<file path="src/rtl/calc_pkg.sv">
// Shared types and field layout for the calculator serial link receiver.
package calc_pkg;

  // Receiver sequencing states.
  typedef enum logic [1:0] {
    IDLE     = 2'd0,
    RECV     = 2'd1,
    COMPLETE = 2'd2
  } rx_state_e;

  localparam int FRAME_BITS = 32;
  localparam int CNT_W      = $clog2(FRAME_BITS + 1);

  // Field placement inside the received word (bit 31 arrives first).
  localparam int OPA_LSB  = 0;
  localparam int OPA_W    = 8;
  localparam int OPB_LSB  = 8;
  localparam int OPB_W    = 8;
  localparam int RES_LSB  = 16;
  localparam int RES_W    = 8;
  localparam int SEL_LSB  = 24;
  localparam int SEL_W    = 4;
  localparam int FLAG_LSB = 28;
  localparam int FLAG_W   = 4;

  // Bit positions inside the flag field.
  localparam int FLAG_ZERO      = 0;
  localparam int FLAG_CARRY     = 1;
  localparam int FLAG_OVERFLOW  = 2;
  localparam int FLAG_UNDERFLOW = 3;

endpackage

</file>
<file path="src/rtl/bit_synchronizer.sv">
// Multi-flop synchronizer with a trailing copy of the output for edge detection.
module bit_synchronizer #(
  parameter int DEPTH = 2
) (
  input  logic clk,
  input  logic rst,
  input  logic d,
  output logic q,
  output logic q_prev
);

  logic [DEPTH-1:0] sync_q;
  logic [DEPTH-1:0] sync_d;
  logic             prev_q;
  logic             prev_d;

  // Shift the asynchronous input along the chain and keep last cycle's output.
  always_comb begin
    sync_d = {sync_q[DEPTH-2:0], d};
    prev_d = sync_q[DEPTH-1];
  end

  // Chain and history registers.
  always_ff @(posedge clk or posedge rst) begin
    if (rst) begin
      sync_q <= '0;
      prev_q <= 1'b0;
    end else begin
      sync_q <= sync_d;
      prev_q <= prev_d;
    end
  end

  assign q      = sync_q[DEPTH-1];
  assign q_prev = prev_q;

endmodule

</file>
<file path="src/rtl/serial_receiver.sv">
// Deserializes the MSB-first calculator frame into a held word with a
// valid/ack handshake, truncation pulse and sticky overrun status.
//
// state    | meaning
// IDLE     | waiting for a strobe with SerValid high (and re-armed)
// RECV     | shifting in bits on each strobe
// COMPLETE | one cycle: hand the frame over or record an overrun
module serial_receiver
  import calc_pkg::*;
#(
  parameter int SYNC_STAGES = 2
) (
  input  logic                  Clk,
  input  logic                  Reset,
  input  logic                  SerClk,
  input  logic                  SerIn,
  input  logic                  SerValid,
  input  logic                  RxAck,
  output logic [FRAME_BITS-1:0] RxWord,
  output logic [OPA_W-1:0]      RxOpA,
  output logic [OPB_W-1:0]      RxOpB,
  output logic [RES_W-1:0]      RxResult,
  output logic [SEL_W-1:0]      RxSel,
  output logic [FLAG_W-1:0]     RxFlag,
  output logic                  RxValid,
  output logic                  RxError,
  output logic                  RxOverrun,
  output logic                  RxBusy
);

  logic sclk_s, sclk_p;
  logic sdat_s, sdat_p;
  logic sval_s, sval_p;
  logic strobe;
  logic unused_prev;

  rx_state_e             state_q, state_d;
  logic [FRAME_BITS-1:0] shift_q, shift_d;
  logic [CNT_W-1:0]      count_q, count_d;
  logic [FRAME_BITS-1:0] word_q, word_d;
  logic                  valid_q, valid_d;
  logic                  overrun_q, overrun_d;
  logic                  error_q, error_d;
  logic                  armed_q, armed_d;

  // All three lines share the same depth so a bit and its qualifier stay aligned.
  bit_synchronizer #(.DEPTH(SYNC_STAGES)) u_sync_clk (
    .clk(Clk), .rst(Reset), .d(SerClk), .q(sclk_s), .q_prev(sclk_p)
  );
  bit_synchronizer #(.DEPTH(SYNC_STAGES)) u_sync_dat (
    .clk(Clk), .rst(Reset), .d(SerIn), .q(sdat_s), .q_prev(sdat_p)
  );
  bit_synchronizer #(.DEPTH(SYNC_STAGES)) u_sync_val (
    .clk(Clk), .rst(Reset), .d(SerValid), .q(sval_s), .q_prev(sval_p)
  );

  // Only the clock line needs its history; the others exist for alignment.
  assign unused_prev = sdat_p ^ sval_p;

  // Falling edge of the bit clock lands in the middle of the data bit.
  assign strobe = sclk_p & ~sclk_s;

  // Next-state, shift/count and handshake logic.
  always_comb begin
    state_d   = state_q;
    shift_d   = shift_q;
    count_d   = count_q;
    word_d    = word_q;
    valid_d   = valid_q;
    overrun_d = overrun_q;
    error_d   = 1'b0;
    armed_d   = armed_q;

    if (!sval_s) armed_d = 1'b1;

    if (RxAck && valid_q) begin
      valid_d   = 1'b0;
      overrun_d = 1'b0;
    end

    case (state_q)
      IDLE: begin
        if (strobe && sval_s && armed_q) begin
          shift_d = {{(FRAME_BITS-1){1'b0}}, sdat_s};
          count_d = CNT_W'(1);
          state_d = RECV;
        end
      end
      RECV: begin
        // The last bit is taken even if the qualifier drops on the same strobe.
        if (strobe && (sval_s || count_q == CNT_W'(FRAME_BITS - 1))) begin
          shift_d = {shift_q[FRAME_BITS-2:0], sdat_s};
          count_d = count_q + CNT_W'(1);
          if (count_q == CNT_W'(FRAME_BITS - 1)) state_d = COMPLETE;
        end else if (!sval_s) begin
          error_d = 1'b1;
          shift_d = '0;
          count_d = '0;
          armed_d = 1'b0;
          state_d = IDLE;
        end
      end
      COMPLETE: begin
        if (!valid_q || RxAck) begin
          word_d  = shift_q;
          valid_d = 1'b1;
        end else begin
          overrun_d = 1'b1;
        end
        shift_d = '0;
        count_d = '0;
        armed_d = 1'b0;
        state_d = IDLE;
      end
      default: begin
        state_d = IDLE;
        shift_d = '0;
        count_d = '0;
      end
    endcase
  end

  // State and datapath registers.
  always_ff @(posedge Clk or posedge Reset) begin
    if (Reset) begin
      state_q   <= IDLE;
      shift_q   <= '0;
      count_q   <= '0;
      word_q    <= '0;
      valid_q   <= 1'b0;
      overrun_q <= 1'b0;
      error_q   <= 1'b0;
      armed_q   <= 1'b0;
    end else begin
      state_q   <= state_d;
      shift_q   <= shift_d;
      count_q   <= count_d;
      word_q    <= word_d;
      valid_q   <= valid_d;
      overrun_q <= overrun_d;
      error_q   <= error_d;
      armed_q   <= armed_d;
    end
  end

  assign RxWord    = word_q;
  assign RxOpA     = word_q[OPA_LSB +: OPA_W];
  assign RxOpB     = word_q[OPB_LSB +: OPB_W];
  assign RxResult  = word_q[RES_LSB +: RES_W];
  assign RxSel     = word_q[SEL_LSB +: SEL_W];
  assign RxFlag    = word_q[FLAG_LSB +: FLAG_W];
  assign RxValid   = valid_q;
  assign RxError   = error_q;
  assign RxOverrun = overrun_q;
  assign RxBusy    = (state_q != IDLE);

endmodule

</file>
<file path="config.mk">
export PLATFORM = sky130hd
export DESIGN_NAME = serial_receiver
export DESIGN_NICKNAME = d
export VERILOG_FILES = /design/src/rtl/calc_pkg.sv /design/src/rtl/bit_synchronizer.sv /design/src/rtl/serial_receiver.sv
export SDC_FILE = /design/constraint.sdc
export NUM_CORES = 1
export LEC_CHECK = 0
export BUFFER_PORTS_ARGS = -buffer_cell sky130_fd_sc_hd__buf_4
export CORE_MARGIN = 2
export CORE_UTILIZATION = 23
export DETAILED_ROUTE_END_ITERATION = 7
export GPL_TIMING_DRIVEN = 0
export PLACE_DENSITY_LB_ADDON = 0.12
export SLEW_MARGIN = 30
export SYNTH_ARGS = -nofsm -noshare
export SYNTH_HDL_FRONTEND = slang
export SYNTH_SLANG_ARGS = --single-unit
</file>
<file path="constraint.sdc">
create_clock -name Clk -period 2.2 [get_ports Clk]
set_input_delay 0.22 -clock Clk [delete_from_list [all_inputs] [get_ports Clk]]
set_output_delay 0.22 -clock Clk [all_outputs]
set_load 0.005 [all_outputs]
</file>
After elaboration in Yosys (flattened, before gate mapping)
Cells that the tools add are included.
{"block": "totals", "wordCells": 59, "reg_bits": 83, "output_inout_bits": 68, "inputBits": 6}
{"block": "classes", "n_eq_ne": 6, "n_mux": 26, "addsub": 1, "n_reduce_logical": 12, "bitwise_logic": 2}
{"operator": "$mux 32", "n": 3}
{"operator": "$pmux 32 s2", "n": 1}
{"operator": "$mux 6", "n": 3}
{"operator": "$mux 1", "n": 12}
{"operator": "$pmux 6 s2", "n": 1}
{"operator": "$mux 2", "n": 4}
{"operator": "$add 6x1->6 const B", "n": 1}
{"operator": "$eq 6x5->1 const B", "n": 1}
{"operator": "$ne 3x3->1 const B", "n": 2}
{"operator": "$logic_and 1x1->1", "n": 4}
{"operator": "$pmux 2 s2", "n": 1}
{"operator": "$reduce_and 2->1", "n": 2}
{"operator": "$reduce_and 3->1", "n": 1}
{"operator": "$eq 2x1->1 const B", "n": 1}
{"operator": "$eq 2x2->1 const B", "n": 1}
{"operator": "$logic_not 2->1", "n": 1}
{"operator": "$logic_or 1x1->1", "n": 2}
{"operator": "$ne 2x2->1 const B", "n": 1}
{"operator": "$pmux 1 s2", "n": 1}
{"operator": "$reduce_bool 2->1", "n": 1}
{"operator": "$and 1x1->1", "n": 1}
{"operator": "$logic_not 1->1", "n": 1}
{"operator": "$not 1->1", "n": 1}

Logic depth before layout (Yosys ltp)
Gate-level depths: netlist of the first run.
{"block": "depth", "word_depth": 6, "ltp_mapped": 7, "depth_no_buf": 6}

Cells and area by module
From an unflattened synthesis of the first run, not the netlist that was laid out.
{"block": "hier_totals", "hier_cells": 255, "hier_area_um2": 3548.4}
{"module": "serial_receiver", "seq_area_each_um2": 1901.8, "instances": 1, "area_per_inst_um2": 3311.9, "cells_per_inst": 243}
{"module": "bit_synchronizer", "seq_area_each_um2": 75.1, "instances": 3, "area_per_inst_um2": 78.8, "cells_per_inst": 4}

Worst setup path after synthesis of the first run
OpenSTA, ideal clock, no wires.
{"block": "synth_path", "path_type": "flip-flop to flip-flop", "from": "reg state_q[0]", "to": "reg shift_q[2]", "setup_slack_ns": 0.566, "stages_incl_launch_ff": 8, "n_path_buf": 1, "synth_period_minus_slack_ns": 1.634, "arrival_time_ns": 1.513, "t_required_ns": 2.079, "setup_time_ns": 0.121, "path_cell_list": "dfrtp_1 > inv_1 > ha_1 > a21bo_2 > a21oi_4 > nor2_4 > buf_6 > a22o_2"}
{"block": "synth_via", "elab_chain_len": 3, "elab_cells_between_ends": 6, "cone_classes": "3 x eq/ne; 1 x mux; 2 x reduce/logical"}
{"item": "from (decl)", "line_no": "serial_receiver.sv:37", "text": "rx_state_e state_q, state_d;"}
{"item": "from (signal assigned)", "line_no": "serial_receiver.sv:135", "text": "state_q <= state_d;"}
{"item": "$eq 2x1->1 / $logic_not 2->1 (equally long branches)", "line_no": "serial_receiver.sv:81", "text": "case (state_q)"}
{"item": "$ne 3x3->1 (no source line) / $ne 2x2->1 (equally long branches)"}
{"item": "$reduce_and 2->1 (no source line)"}
{"item": "to (signal assigned)", "line_no": "serial_receiver.sv:136", "text": "shift_q <= shift_d;"}
{"item": "to (decl)", "line_no": "serial_receiver.sv:38", "text": "logic [FRAME_BITS-1:0] shift_q, shift_d;"}
Several ways; a longest one is shown, not always the timed one.
A chain may end at the register's enable or synchronous reset.

Final worst setup path of the first run
{"block": "layout_path", "from": "reg state_q[0]", "to": "reg shift_q[3]"}
The elaborated chain is that of the path after synthesis.

==> results, run 1 <==
- The run finished with clean final reports.
- The synthesized area is around 3500 µm².
- Including well taps, the total number of placed cells is 510.
- between 70 and 80 I/O pins were placed.
- The die covers 16040 µm².
- The x dimension of the die is 126.6 µm.
- CTS saw 83 sinks.
- The fraction of registers with async set/reset is 100.0%.
- The setup check on the worst reg-to-reg path leaves a slack of ~0.34 ns.
- The total count of hold-check failures in the final report is 0.
- In the synthesized netlist the dominant register cell turns out to be dfrtp_1.
- The number of failing setup endpoints in the final timing report is 0.
- The final antenna-violating net count is 0.
- The path type of the worst min-delay path is in -> reg.
- The clock tree from TritonCTS is built.
- When the netlist entered floorplanning its net count stood at 259.
- Cells with a size suffix above 1 make up a little under three fifths of the layout.
- The peak ir drop on the vdd network is 0.2780 mV.
- The post-CTS setup repair buffer count is 0.
- The type of element launching the critical path is a register.
- After detailed routing, the number of remaining DRC violations is 0.
- The most critical setup path has its startpoint at state_q[0]$_DFFE_PP0P_.
- The total wirelength of the detailed-routed design is 6870 µm.
- The average via count per standard cell is 4.113.
- The synthesized design spends more area on one cell type than any other, namely dfrtp_1.
- The setup TNS is 0 ns.
- The layout-stage area growth over the synthesis result is 34.94%.
- In the layout the commonest cells are buf_4, dfrtp_1, mux2_2, a22o_2.
- At the end of the flow, the number of nets in the layout was 351.
- The largest net degree at the start of global routing is 22.
- The worst setup path is of the reg -> reg kind.
- Routability-driven placement finished with a final weighted congestion of 0.7093.
- The post-route fraction of the period consumed by the critical path is 84.34%.
- The clock-pin slew on the worst setup and hold paths is 0.06 ns.
- The type of destination of the critical path is a register.
- The antenna diode count is 0.
- After clock tree synthesis, the repair step resized 0 gates.
- Counting I/O delays and the setup requirement, the final critical path takes around 1.9 ns.
- For this block, the initial DRC count from the detailed router was 100.
- The number of maximum-capacitance constraint violations is 0.
- Leaving out filler cells and counting taps, the final layout contains 529.
- Clock skew on the completed layout was measured at around 0.0037 ns.
- A synthesized cell averages 13.89 µm².
- Yosys mapped a number of flops with a built-in enable equal to 0.
- In this run, CTS created clock tree buffers numbering 9.
- The number of synthesized register bits is 83.
- The number of antenna violations at the first check in global routing was 0.
- In this run the clock root is driven by a clkbuf_16.
- The startpoint of the lowest-slack register-to-register path is state_q[0]$_DFFE_PP0P_.
- The die is 126.6 µm tall.
- The initial core utilization is 23.71%.
- Counting along the longest clock path gives a buffer depth of 2.
- The number of slew-limit violations in the final report is 0.
- Summed over all cells, the static leakage comes to roughly 0.0024 µW.
- The post-synthesis cell count is 249.
- The most common cell after layout, fill and taps aside is buf_4.
- The slew of the pin with the lowest slew margin is 0.3266 ns.
- In this run the most critical hold path is launched from RxAck.
- The first TritonRoute pass finished after 4 iterations.
- Derived from the worst setup path, the maximum achievable clock frequency is 0.5390 GHz.
- The proportion of synthesized chip area in sequential cells is about three fifths.
- Detailed placement ended at an HPWL of approximately 4900 µm.
- Setup repair after global routing left no endpoint under its margin.
- Along the worst path, the maximum fanout reaches 10.
- The level count of the clock H-tree is 3.
- In this run the tightest slew margin relative to its limit is between 70% and 80%.
- The number of distinct standard cells referenced by the synthesized netlist is 36.
- During synthesis, Yosys emitted a total of 0 warnings.
- At the worst endpoint, the required time is 2.42 ns.
- Of the post-synthesis cell area, the dominant cell type holds 60.04%.
- The data arrival time at the worst-slack endpoint is between 2 and 2.5 ns.
- The per-cell routed wire length is 12.99 µm.
- Input and output buffers added on the ports amount to 73.
- The first global-routing pass estimated 11330 µm of wire.
- At the later pin of the worst-skew pair, clock insertion delay measures between 0.3 and 0.4 ns.
- The total vias in the final route is 2176.
- The total overflow left after global routing is 0.
- The number of global-route vias before repair is between 2000 and 2500.
- The total power density per cell area is 765.2 nW/µm².
- The core area is 14590 µm².
- The total number of placement rows is 44.
- Sorting the synthesized cells by area gives the leading types as dfrtp_1, mux2_2, buf_4.
- The total global routing track utilization is 9.026%.
registers in the layout, summed over array words and instances, names as in the netlist:
register / count
RxWord: 32
RxError: 1
RxOverrun: 1
u_sync_dat.sync_q: 2
count_q: 6
state_q: 2
u_sync_val.sync_q: 2
RxValid: 1
armed_q: 1
u_sync_clk.sync_q: 2
shift_q: 32
u_sync_clk.q_prev: 1
kinds of logic after synthesis:
family,share of synthesized area [%]
muxes,11.03
buffers and inverters,9.693
and+or+nand+nor,4.159
adders and majority gates,1.447
DFF,60.04
AOI/OAI and AO/OA,13.64
Yosys cell counts, types with 2 or more instances:
| library cell | number |
|---|---|
| dfrtp_1 | 83 |
| mux2_2 | 33 |
| buf_4 | 32 |
| a22o_2 | 23 |
| a22o_1 | 9 |
| buf_2 | 7 |
| inv_1 | 7 |
| a21oi_1 | 6 |
| o21ai_0 | 6 |
| nor2_1 | 5 |
| ha_1 | 4 |
| nand2_1 | 4 |
| buf_6 | 3 |
| nand2b_1 | 3 |
| nand3_1 | 2 |
| o41ai_1 | 2 |
timing repair:
| item | CTS | global route |
|---|---|---|
| endpoints found under the hold margin | 14 | 0 |
| setup endpoints to repair | 0 | 0 |
| hold buffers | 4 | 0 |
power breakdown:
group / switching [µW] / leakage (µW) / internal, µW
logic: 324 / 0.00112 / 187
clock network: 571 / 0.000136 / 870
registers: 39.7 / 0.00113 / 1580
total: 935 / 0.00239 / 2640
path summary, 6_finish.rpt:
check	depth (start not counted)	to
max	7	shift_q[3]$_DFFE_PP0P_
min	2	RxOverrun$_DFF_PP0_
max reg2reg	7	shift_q[3]$_DFFE_PP0P_
min reg2reg	0	u_sync_clk.sync_q[1]$_DFF_PP0_
max in group asynchronous	6	armed_q$_DFF_PP0_
min in group asynchronous	3	RxWord[25]$_DFFE_PP0P_
per-layer routing:
metal	GRT usage (%)	vias to the layer above	routed length, µm	part of all wire (%)
li1	-	1044	-	-
met1	12.35	1069	3298	48
met2	12.99	51	3112	45
met3	2.151	12	296	4.3
met4	5.236	0	163	2.4
met5	0	-	0	0
critical path, cell delays in order (launching register included):
cell and delay (ns):
dfrtp_1 0.38, inv_1 0.10, ha_1 0.22, a21bo_2 0.26, a21oi_4 0.29, nor2_4 0.12
buf_6 0.16, a22o_2 0.20
cell type report:
class / count / area, µm²
Inverter: 7 / 30.03
Multi-Input combinational cell: 117 / 1047
Clock inverter: 3 / 40.04
Buffer: 42 / 309.0
Tap cell: 184 / 230.2
Timing Repair Buffer: 81 / 698.2
Fill cell: 1479 / 9921
Sequential cell: 83 / 2077
Clock buffer: 12 / 236.5
metrics by stage:
step	hold slack [ns]	setup slack (ns)	power, µW	util (%)	cell area, µm²
2_1_floorplan	0.2514	0.5662	1981	-	3463
3_3_place_gp	0.3306	0.3185	2144	29.07	4242
3_5_place_dp	0.2171	0.3244	2172	29.83	4352
4_1_cts	0.05133	0.3149	3659	32.00	4668
5_1_grt	0.05350	0.1909	3782	32.00	4668
6_report	0.06393	0.3446	3572	32.00	4668
Power figures use the tool's default switching activity.
==> inputs of run 2 (changes only) <==
clock period = 1.57 ns   (was 2.2 ns; I/O delays follow)
==> run 2 against run 1 <==
- the flow now finishes with violations (setup timing)
- clock skew is 0.0051 ns higher
- via count rose by 3.2%
- setup slack worse by 0.48 ns
- largest cell class unchanged
- highest routed layer unchanged
==> results, run 2 (synthesis results as in run 1) <==
- The slew of the pin with the lowest slew margin is 0.4980 ns.
- The total wirelength of the detailed-routed design is 7230 µm.
- The type of destination of the critical path is a register.
- The final antenna-violating net count is 0.
- In this run the power density over the cells is 1043 nW/µm².
- In the layout the commonest cells are buf_4, dfrtp_1, mux2_4, a22o_2, clkbuf_16.
- VDD sags by at most 0.5576 mV.
- The first detailed-routing pass ran for 4 iterations.
- The number of top-level design ports is 74.
- The number of antenna violations at the first check in global routing is 0.
- The per-cell routed wire length is 13.29 µm.
- Summing over every cut layer, the via total after detailed routing is 2245.
- The worst hold slack is 0.3506 ns.
- After floorplanning, the core was sized to cover 14590 µm².
- The checks that failed: setup timing.
- The longest clock path from root to sink contains 2 buffers.
- The worst setup path is launched from a register.
- The run finished, with violations left.
- The final critical delay including setup and external delays is 1.708 ns.
- The master cell of the clock root buffer is clkbuf_16.
- The top achievable clock speed is 0.5854 GHz.
- The share of power burned in registers is 43.4%.
- The antenna diode count is 0.
- The final layout net count is about 370.
- Entering global routing, the biggest net connects 26 pins.
- The clock tree from TritonCTS is built.
- The half-perimeter wire length after placement is 4842 µm.
- The area growth from synthesis to layout is 45.39%.
- Leaving out fill and tap cells, the most frequent cell in the layout is buf_4.
- Setup repair after global routing could not meet its margin everywhere.
- For this design the static power due to leakage is 0.002606 µW.
- The post-route worst setup slack is -0.1382 ns.
- The number of global-route vias before repair is 2215.
- The start-to-end type of the worst setup path is reg -> reg.
- The total overflow reported by the global router is 0.
- The initial detailed-routing violation count is about 100.
- The peak fanout along the critical path is 10.
- CTS built an H-tree with a depth of 3.
- The die is around 130 µm tall.
- The combinational power share is 16.7%.
- For this run, design rule violations remaining after detail routing come to 0.
- The average via count per standard cell is 4.127.
- The data arrival time at the worst-slack endpoint is between 1.5 and 2 ns.
- Clock-pin slew was measured on the worst setup and hold paths at 0.06 ns.
- Setup violations remaining at the end of the flow were counted as 39.
- The number of sinks driven by the clock tree is 83.
- Of the total power, the share spent switching nets is 26.60%.
- The full die area is 16040 µm².
- The number of buffers inserted by port buffering is 73.
- The total number of placement rows is between 40 and 50.
- After layout, the worst path uses 108.8% of the clock period.
- The initial core utilization is 23.71%.
- The number of slew-limit violations in the final report is 0.
- The switching power is 1396 µW.
- The total global routing track utilization is 9.254%.
- The worst hold path belongs to the class reg -> reg.
- The clock latency at the later pin of the worst-skew pair is 0.34 ns.
- The x dimension of the die is 126.6 µm.
- The remaining max-slew budget at the tightest pin is 66.73%.
- The total clock buffers created by CTS is 9.
- The share of cells above drive strength 1 is 61.11%.
- The number of maximum-capacitance constraint violations is 0.
- The cell internal power dissipation is 3851 µW.
- At the end of routability-driven placement, the weighted congestion stood at 0.7073.
- Of the total power, the clock network draws 40.0%.
- The maximum clock skew at final layout is 0.008732 ns.
- The number of placed instances, taps included is 509.
- The first global-routing pass estimated 11440 µm of wire.
- The total count of hold-check failures in the final report was 0.
- The finished layout holds 544 standard cells, fillers aside.
- The power consumption is between 5000 and 6000 µW.
- The data required time at the worst endpoint is 1.84 ns.
run 2: cell types whose count changed in the layout (fill, tap and decap cells not counted), sizes merged:
cell | before | now
dlygate4sd3 | 4 | 5
clkinv | 2 | 3
clkinvlp | 1 | 2
clkbuf | 12 | 14
buf | 119 | 129
run 2: worst paths after layout:
path                                                 from                             end  slack (ns)  depth (start not counted)
setup / recovery                   state_q[1]$_DFFE_PP0P_         shift_q[29]$_DFFE_PP0P_       -0.14                          7
hold / removal             u_sync_dat.sync_q[0]$_DFF_PP0_  u_sync_dat.sync_q[1]$_DFF_PP0_        0.35                          0
setup reg to reg                   state_q[1]$_DFFE_PP0P_         shift_q[29]$_DFFE_PP0P_       -0.14                          7
hold reg to reg            u_sync_dat.sync_q[0]$_DFF_PP0_  u_sync_dat.sync_q[1]$_DFF_PP0_        0.35                          0
max in group asynchronous                           Reset               RxValid$_DFF_PP0_        0.47                          5
min in group asynchronous                           Reset         shift_q[30]$_DFFE_PP0P_        0.41                          3
run 2: timing repair:
item	CTS	global route
gates resized for setup	17	33
setup endpoints to repair	70	70
cloned	0	3
buffers inserted	7	4
endpoints found under the hold margin	21	0
hold buffers	5	0
pin swaps	4	1
run 2: final cells by class:
cell class / instances / area, µm²
clock inverter: 5 / 52.55
tap: 184 / 230.2
inverter: 7 / 30.03
sequential: 83 / 2077
buffer: 42 / 354.1
fill: 1424 / 9559
timing repair buffer: 95 / 823.3
multi-input combinational: 117 / 1220
clock buffer: 11 / 242.7
run 2: critical path, cell delays in order, from the launching register on:
cell and delay (ns):
dfrtp_1 0.39, inv_2 0.10, ha_4 0.18, nand3b_4 0.09, o31a_1 0.35, nor2_4 0.20, buf_6 0.18, a22o_1 0.14
run 2: power by group through the flow:
| stage | clock, µW | sequential [µW] | combinational, µW |
|---|---|---|---|
| 2_1_floorplan | 0 | 2300 | 506 |
| 3_3_place_gp | 0 | 2310 | 712 |
| 3_5_place_dp | 0 | 2310 | 740 |
| 4_1_cts | 2180 | 2270 | 886 |
| 5_1_grt | 2270 | 2280 | 975 |
| 6_report | 2100 | 2270 | 874 |
run 2: layer usage:
metal | GRT usage (%) | vias to the layer above | share of wire, %
li1 | - | 1073 | -
met2 | 13.49 | 51 | 45
met4 | 4.460 | 0 | 2.1
met1 | 12.04 | 1113 | 47
met3 | 3.543 | 8 | 5.8
met5 | 0 | - | 0
run 2: metrics by stage:
step	setup WS [ns]	setup TNS [ns]	utilization (%)	instance area, µm²
after floorplan	-0.05922	-1.695	-	3475
after global placement	-0.2648	-33.24	29.15	4253
after detailed placement	-0.3041	-14.27	29.61	4320
after CTS	-0.1595	-4.858	32.82	4788
after global routing	-0.2333	-8.787	34.48	5030
final	-0.1382	-4.138	34.48	5030
==> inputs of run 3 (changes only) <==
CTS_BUF_LIST = sky130_fd_sc_hd__clkbuf_16   (was not set)
==> run 3 against run 2 <==
- the flow still finishes with violations (setup timing)
- fmax decreased by 3.0%
- final area increased by 4.0%
- utilization increased by 1.4 points
- cell count increased by 1.1%
- clock power decreased by 3%
- routed wire length increased by 5.9%
- critical path depth increased by 1
- first-iteration DRC count increased by 5.8%
- global-route usage increased by 0.38 points
- count of clock-buffer cells in the layout decreased by 2
- combinational power increased by 60%
- sequential cell count unchanged
- highest routed layer unchanged
==> results, run 3 (synthesis results as in run 1) <==
- The worst register-to-register path begins at state_q[0]$_DFFE_PP0P_.
- The run finished, with violations left.
- The final antenna-violating net count is 0.
- After floorplanning, the core was divided into 44 placement rows.
- The number of cell instances on the worst register-to-register path is 8.
- The total count of hold-check failures in the final report is 0.
- At the end of routability-driven placement, the weighted congestion stood at 0.7073.
- The initial detailed-routing violation count is 110.
- The library cell used most frequently in the layout, excluding fill and tap cells, is buf_4.
- The peak fanout along the critical path is 5.
- The library cells used most frequently in the layout, excluding fill and tap cells, are buf_4, dfrtp_1, mux2_2, a22o_4, clkbuf_16.
- The number of failing setup endpoints in the final timing report is 40.
- IR analysis of the VDD net gives a maximum drop of 0.5637 mV.
- STA classifies the critical path endpoint as a register.
- The largest single stage delay on the critical path is ~0.4 ns.
- The number of top-level design ports is 74.
- The antenna diode count is 0.
- Entering global routing, the biggest net connects 26 pins.
- The cell area after layout is 5230 µm².
- In the routed design, unresolved DRC markers number 0.
- The total power density per cell area is around 1100 nW/µm².
- The worst path in the final design needs a cycle of 1.761 ns, including I/O delays and setup.
- In this run the worst hold path is classified as reg -> reg.
- After detailed routing, the average wire length per cell comes to between 10 and 15 µm.
- Measured along the y axis, the die boundary spans around 130 µm.
- The number of antenna violations at the first check in global routing is 0.
- The data required time at the worst endpoint is between 1.5 and 2 ns.
- The number of buffers inserted by port buffering is 73.
- For hold timing, the worst endpoint is u_sync_dat.sync_q[1]$_DFF_PP0_.
- The top achievable clock speed is ~0.57 GHz.
- For the worst-skew pair, the clock arrives at the later sink with an insertion delay of roughly 0.34 ns.
- The worst hold path cell count is 0.
- The number of placed instances, taps included, is 509.
- The origin of the worst min-delay path is u_sync_dat.sync_q[0]$_DFF_PP0_.
- The number of detailed-routing iterations run before antenna repair is 4.
- The maximum clock skew at final layout is 0.009020 ns.
- The wire length of the first global-routing pass is 11800 µm.
- The post-route worst setup slack is -0.1909 ns.
- The data arrival time at the worst-slack endpoint is 1.98 ns.
- At the pin with the least slew margin, the transition time is 0.4994 ns.
- Setup repair after global routing could not meet its margin everywhere.
- The final layout net count is 371.
- The endpoint of the worst-slack reg-to-reg timing path is count_q[3]$_DFFE_PP0P_.
- The total vias in the final route is 2295.
- Once detailed placement completed, the half-perimeter wirelength came to 4842 µm.
- The region available for standard cell placement spans roughly 15000 µm².
- The cell repeated most along the worst path is buf_6.
- In this run the tightest slew margin relative to its limit is about two thirds.
- CTS placed an instance of clkbuf_16 at the clock tree root.
- For flop-to-flop paths, the worst setup slack is -0.19 ns.
- The area growth from synthesis to layout is 51.18%.
- The share of cells above drive strength 1 is 63.11%.
- After clock tree synthesis, the clock-pin slew on the worst setup and hold paths is 0.06 ns.
- The cell area after placement is 4320 µm².
- Wires add up to 7654 µm.
- Global routing finished with a remaining overflow of 0.
- The checks that failed: setup timing.
- Traced cell by cell, the critical path runs through inv_2, ha_4, a21bo_4, a21oi_4, buf_6, clkbuf_16, buf_6, a221o_2.
- The tool flagged a number of max-cap violations equal to 0.
- For this run, the total global-route usage over all layers was measured as 9.638%.
- The x dimension of the die is 126.6 µm.
- The initial core utilization is approximately a quarter.
- The final standard cell count with taps included and fillers excluded is 550.
- The slowest stage of the critical path is the dfrtp_1 cell.
- The tightest hold path in the finished design has a slack of ~0.35 ns.
- The number of global-route vias before repair is 2219.
- The full die area is 16040 µm².
- The number of sinks driven by the clock tree is just over 80.
- The level count of the clock H-tree is 3.
- The layout has around 1400 filler cells.
- The total clock buffers created by CTS is 9.
- The clock tree buffer depth is 2.
- In this run the static leakage power is 0.002681 µW.
- The type of element launching the critical path is a register.
- The setup TNS is -6.058 ns.
- TritonCTS built the clock tree.
- The number of slew-limit violations in the final report is 0.
- The average via count per standard cell is 4.173.
- The minimum setup slack after placement is -0.3041 ns.
- The start-to-end type of the worst setup path is reg -> reg.
- After layout, the worst path uses 112.2% of the clock period.
-- run 3: metrics by stage --
stage               power [µW]  utilization [%]
floorplan                 2802                -
global placement          3024            29.15
detailed placement        3054            29.61
CTS                       5396            33.42
global route              6023            35.85
finish                    5730            35.85
-- run 3: routing by layer --
metal / wire [µm] / track usage [%] / part of all wire (%)
met4: 127 / 4.460 / 1.7
met1: 3473 / 12.76 / 45
met5: 0 / 0 / 0
met3: 406 / 3.458 / 5.3
met2: 3646 / 14.06 / 48
-- run 3: timing repair --
item | 4_1_cts | 5_1_grt
gates resized for setup | 27 | 44
hold buffers | 5 | 0
gates cloned | 4 | 3
hold endpoints to repair | 21 | 0
buffers inserted | 9 | 4
setup endpoints to repair | 70 | 67
pin swaps | 5 | 6
-- run 3: cell type report --
type	count	area (µm²)	area share [%]
repair buffers	100	899.6	17.20
plain buffers	42	369.1	7.057
multi-input cells	118	1339	25.60
clock buffers	9	225.2	4.306
inverters	7	30.03	0.5742
well taps	184	230.2	4.402
flip-flops and latches	83	2077	39.71
clock inverters	7	60.06	1.148
-- run 3: report_power, final --
group          total (µW)  internal (µW)  switching (µW)
combinational        1400            716             686
clock                2040           1210             831
sequential           2280           2210            71.7
total                5730           4140            1590
-- run 3: worst max-delay path by stage --
stage	startpoint	to	slack (ns)	depth (start not counted)
6_report	state_q[0]$_DFFE_PP0P_	count_q[3]$_DFFE_PP0P_	-0.19	8
5_1_grt	count_q[0]$_DFFE_PP0P_	shift_q[29]$_DFFE_PP0P_	-0.25	6
4_1_cts	state_q[1]$_DFFE_PP0P_	shift_q[29]$_DFFE_PP0P_	-0.21	7
3_5_place_dp	state_q[1]$_DFFE_PP0P_	shift_q[29]$_DFFE_PP0P_	-0.30	7
3_3_place_gp	state_q[1]$_DFFE_PP0P_	shift_q[4]$_DFFE_PP0P_	-0.26	7
2_1_floorplan	state_q[1]$_DFFE_PP0P_	shift_q[20]$_DFFE_PP0P_	-0.06	7
-- run 3: worst max-delay path, delay by kind of cell, from the launching register on --
| family | cells | cell delay, ns |
|---|---|---|
| fa+ha+maj | 1 | 0.17 |
| buf+inv | 4 | 0.46 |
| flops | 1 | 0.40 |
| compound gates | 3 | 0.61 |
